<file path="config.mk">
export PLATFORM = sky130hd
export DESIGN_NAME = counter_fsm
export DESIGN_NICKNAME = d
export VERILOG_FILES = /design/src/rtl/counter_fsm_pkg.sv /design/src/rtl/counter_fsm.sv
export SDC_FILE = /design/constraint.sdc
export NUM_CORES = 1
export LEC_CHECK = 0
export BUFFER_PORTS_ARGS = -buffer_cell sky130_fd_sc_hd__buf_2
export CAP_MARGIN = 30
export CORE_AREA = 2 2 39 41
export DETAILED_ROUTE_END_ITERATION = 6
export DIE_AREA = 0 0 41 43
export PLACE_DENSITY = 0.57
export SYNTH_ARGS = -nofsm -noshare
export SYNTH_HDL_FRONTEND = slang
export SYNTH_SLANG_ARGS = --single-unit
</file>
<file path="constraint.sdc">
create_clock -name clk -period 3.45 [get_ports clk]
set_input_delay 0.5175 -clock clk [delete_from_list [all_inputs] [get_ports clk]]
set_output_delay 0.5175 -clock clk [all_outputs]
set_load 0.05 [all_outputs]
</file>
<file path="src/rtl/counter_fsm_pkg.sv">
// Shared types and defaults for the counter_fsm up/down counter.
package counter_fsm_pkg;

    typedef enum logic [1:0] {
        ST_IDLE     = 2'd0,
        ST_UP       = 2'd1,
        ST_DOWN     = 2'd2,
        ST_OVERFLOW = 2'd3
    } state_t;

    localparam int DEFAULT_WIDTH = 4;

endpackage

</file>
<file path="src/rtl/counter_fsm.sv">
// Up/down counter sequenced by a Moore FSM; a step past either end traps in a sticky OVERFLOW.
// Handshake: none -- act is a plain per-cycle enable sampled on every rising clk edge.
module counter_fsm
    import counter_fsm_pkg::*;
#(
    parameter int WIDTH = DEFAULT_WIDTH
) (
    input  logic             act,
    input  logic             up_down,
    input  logic             reset,
    input  logic             clk,
    output logic             overflow,
    output logic [WIDTH-1:0] count,
    output logic [1:0]       dbg_state
);

    localparam logic [WIDTH-1:0] MAX = {WIDTH{1'b1}};

    state_t           r_state;
    logic [WIDTH-1:0] r_count;
    logic             r_overflow;

    state_t           w_next_state;
    logic [WIDTH-1:0] w_next_count;

    // act is tested before up_down so an unknown direction cannot leak in while holding.
    always_comb begin
        w_next_state = r_state;
        w_next_count = r_count;
        if (r_state == ST_OVERFLOW) begin
            w_next_state = ST_OVERFLOW;
        end else if (!act) begin
            w_next_state = ST_IDLE;
        end else if (up_down) begin
            if (r_count == MAX) begin
                w_next_state = ST_OVERFLOW;
            end else begin
                w_next_state = ST_UP;
                w_next_count = r_count + WIDTH'(1);
            end
        end else begin
            if (r_count == '0) begin
                w_next_state = ST_OVERFLOW;
            end else begin
                w_next_state = ST_DOWN;
                w_next_count = r_count - WIDTH'(1);
            end
        end
    end

    always_ff @(posedge clk or posedge reset) begin
        if (reset) begin
            r_state    <= ST_IDLE;
            r_count    <= '0;
            r_overflow <= 1'b0;
        end else begin
            r_state    <= w_next_state;
            r_count    <= w_next_count;
            r_overflow <= (w_next_state == ST_OVERFLOW);
        end
    end

    assign overflow  = r_overflow;
    assign count     = r_count;
    assign dbg_state = r_state;

endmodule

</file>
# Word-level counts from Yosys, hierarchy flattened

Index checks and enable logic that the tools add are counted.

Bits of input ports: 4
Register bits: 7
Logic and storage cells: 21
Output and inout bits: 7

Reductions and logical operators: 2
$add $sub $neg: 2
Mux-type cells: 8
Bitwise operators: 1
Equality and inequality tests: 5

Operator list:

| kind                                                                | number |
|---|---|
| 4-bit two-way mux                                                   | 3 |
| 2-bit two-way mux                                                   | 4 |
| 4-bit by 1-bit adder with 4-bit output (second input constant)      | 1 |
| 2-bit == test (second input constant)                               | 2 |
| 4-bit == test (second input constant)                               | 1 |
| 4-bit logical NOT                                                   | 1 |
| 2-bit != test (second input constant)                               | 2 |
| 4-bit AND reduction                                                 | 1 |
| 4-bit by 1-bit subtractor with 4-bit output (second input constant) | 1 |
| 1-bit two-way mux                                                   | 1 |
| 1-bit NOT                                                           | 1 |

# Depth between registers and ports, before layout

Depth in word-level cells: 6
Mapped depth: 6
Mapped depth without buffers: 6

# Worst setup path after synthesis

OpenSTA, ideal clock, no wires.

Path kind: flip-flop to flip-flop
Start point: reg r_count[1] (netlist: count[1])
End point: reg r_count[3] (netlist: count[3])
Data required time: 3,368 ps
Library setup time: 82 ps
Data arrival time: 1,726 ps
Stages on the path, launching flop included: 6
Clock period less this slack: 1,808 ps
Path slack: 1,642 ps
Buffers on the path: 0
Cells stage by stage: dfrtp_1 > ha_1 > a21o_2 > a21oi_1 > mux2i_1 > xor2_1

Longest elaborated chain between the ends: 3
Elaborated cells between the ends (all ways): 10
Classes of those cells: 2 x add/sub; 3 x eq/ne; 3 x mux; 2 x reduce/logical

RTL lines:

| element                                                             | line              | source |
|---|---|---|
| start, declared                                                     | counter_fsm.sv:20 | `logic [WIDTH-1:0] r_count;` |
| start signal, assigned                                              | counter_fsm.sv:58 | `r_count <= w_next_count;` |
| 4-bit by 1-bit subtractor with 4-bit output (tied with other cells) | counter_fsm.sv:46 | `w_next_count = r_count - WIDTH'(1);` |
| 4-bit two-way mux (tied with other cells)                           | counter_fsm.sv:42 | `if (r_count == '0) begin` |
| 4-bit two-way mux or 4-bit AND reduction (tied branches)            | n/a               |  |

Parallel ways exist; a longest one is shown, timed or not. The select of a mux whose other input is x is not followed.
A chain may end at the register's enable or synchronous reset.

# Worst setup path in the final report

Start point: reg r_count[0] (netlist: count[0])
End point: reg r_count[2] (netlist: count[2])

Same word-level chain as after synthesis.

==> flow_summary.yaml <==
clock_tree:
  htreeDepth: 1
  cts_resized: 0
  root_buffer: "clkbuf_4"
  clock_latency_ns: 0.25
  cts_buffer_depth: 2
  hold_buffers: 0
  cts_num_sinks: 7
  post_cts_buffers: 0
  cts_tree: "built"
  clk_pin_slew_ns: 0.05
  numCtsBuffers: 3
drt:
  vias_per_cell: 4.381
  num_vias: 276
  antenna_left: 0
  drc: 0
  drt_iter0_drc: 0
  drt_pass1_iterations: 1
  drt_wl_total_um: 644
  routedWlPerCell_um: 10.22
synth:
  avgSynthCellArea_um2: 11.45
  syn-num-nets: 40
  ys_types: 18
  ys_seq_area_share_pct: 46.36
  ys_warn_count: 0
  yosys.area.top_type: "dfrtp_1"
  synth_area_um2: 377.9
  ys_ff_latch: 7
  synthTopCellsByArea: "dfrtp_1 (46%), ha_1 (6.6%), mux2_2 (6.0%), fa_1 (5.3%), xor2_1 (4.6%)"
  synth_cells: 33
  synth_top_area_share_pct: 46.36
sta:
  tightest_slew_ns: 0.4552
  setup_ws_ns: 1.718
  skew_ns: 0.003923
  timing.setup.tns_ns: 0
  final-setup-viol-count: 0
  drv_slew: 0
  slew_headroom_pct: 69.37
  period_share_pct: 50.20
  period_minus_slack_ns: 1.732
  timing.fmax_ghz: 0.5774
  finalHoldViolCount: 0
  rsz0062_at_grt: "no"
power:
  design_power_total_w: 0.0001651
  combPwrFrac_pct: 5.1
  powerDensity_nw_per_um2: 348.3
  pwr-share-seq_pct: 49.8
  p_leak_nw: 0.2508
  clkPwrFrac_pct: 45.2
  switching_share_pct: 21.84
  power_switching_w: 0.00003607
  cell_internal_pwr_w: 0.0001291
  ir_worst_vdd_v: 0.0002143
critical_path:
  required_ns: 3.58
  path_max_fanout: 6
  critical_path_class: "reg -> reg"
  startpoint: "count[0]"
  worstRegToRegCells: 4
  crit_path_end_kind: "flop"
  rr_endpoint: "count[2]"
  r2r_slack_ns: 1.72
  critPathLaunchType: "flop"
  r2r-start: "count[0]"
  cp.arrival_ns: 1.86
grt:
  grt_overflow: 0
  grt_antenna_before_repair: 0
  grt_pass1_vias: 266
  grt_use_total_pct: 10.00
  grt_pass1_wl_um: 1124
  grt_max_degree: 8
die:
  core-area_um2: 1384
  rows: 14
  start_util_pct: 27.31
  die_h_um: 43
  ios: 11
  dieArea_um2: 1763
  die_x_um: 41
cells_and_area:
  layout_common_cells: "buf_2 (10), dfrtp_1 (7), inv_1 (3), o21ai_0 (3), clkbuf_4 (3)"
  nets: 55
  diodes: 0
  drive_above_1_share_pct: 36.17
  synthToLayoutAreaGrowth_pct: 25.50
  final_common_cell: "buf_2"
placed_design:
  portBuffers: 10
  dpl_worst_slack_ns: 1.522
  dp_hpwl_um: 512.4
  gp_congestion: 0.6562
run:
  drv_cap: 0
worst_hold_path:
  hold_class: "in -> async"
status:
  status: "finished, final reports clean"
==> cells by family (layout without fill, tap and decap cells) <==
kind of cell | count (synthesis) | count (layout) | share of synthesized area, %
and+or+nand+nor | 8 | 8 | 12.25
DFF | 7 | 7 | 46.36
AOI/OAI and AO/OA | 6 | 6 | 10.92
adders and majority gates | 3 | 3 | 11.92
xor gates and xnor gates | 3 | 3 | 6.955
muxes | 3 | 3 | 8.609
buffers and inverters | 3 | 17 | 2.980
==> power groups by stage <==
| stage | registers, W | clock network [W] | logic [W] |
|---|---|---|---|
| 2_1_floorplan | 0.0000836 | 0 | 0.00000470 |
| 5_1_grt | 0.0000821 | 0.0000835 | 0.0000101 |
| 3_5_place_dp | 0.0000836 | 0 | 0.00000860 |
| 3_3_place_gp | 0.0000836 | 0 | 0.00000833 |
| 6_report | 0.0000822 | 0.0000746 | 0.00000836 |
| 4_1_cts | 0.0000822 | 0.0000784 | 0.00000855 |
==> metrics by stage <==
stage          std cells  hold slack (ns)  area (um2)  util [%]
2_1_floorplan         33           0.3209       377.9         -
3_3_place_gp          59           0.4588       447.9     32.37
3_5_place_dp          59           0.4597       447.9     32.37
4_1_cts               63           0.1870       474.2     34.27
5_1_grt               63           0.2095       474.2     34.27
6_report              63           0.1879       474.2     34.27
==> sequential cells by signal, indices dropped and copies added, names as in the netlist <==
register   flops
dbg_state      2
overflow       1
count          4
==> per-layer routing <==
layer | wire length, um | part of all wire, % | GRT usage [%]
met1 | 310 | 48 | 12.46
met5 | 0 | 0 | 0
met4 | 0 | 0 | 6.000
met3 | 37 | 5.7 | 6.283
met2 | 297 | 46 | 12.50
==> synth_stat cells <==
library cell / n
a21o_2: 1
a21oi_1: 1
and2_1: 1
dfrtp_1: 7
fa_1: 1
ha_1: 2
inv_1: 3
mux2_2: 2
mux2i_1: 1
nand2_1: 2
nand4_1: 2
nor2_1: 1
nor4_1: 1
o211ai_2: 1
o21ai_0: 3
or4b_1: 1
xnor2_1: 1
xor2_1: 2
==> critical path: stages, from the launching register on <==
cell	delay, ns
dfrtp_1	0.45
nor4_1	0.48
nor2_1	0.09
o211ai_2	0.23
mux2_2	0.36
==> cell type report <==
type	count	area, um2
fillers	147	909.6
multi-input cells	23	191.4
flip-flops and latches	7	175.2
repair buffers	10	50.05
clock buffers	4	26.28
well taps	16	20.02
inverters	3	11.26
==> worst max-delay path by stage <==
stage,cells after the start,slack (ns),endpoint
global placement,7,1.56,count[3]
finish,4,1.72,count[2]
CTS,4,1.70,count[2]
detailed placement,7,1.52,count[3]
floorplan,5,1.64,count[3]
global route,4,1.52,count[1]
(Power assumes the default switching activity.)
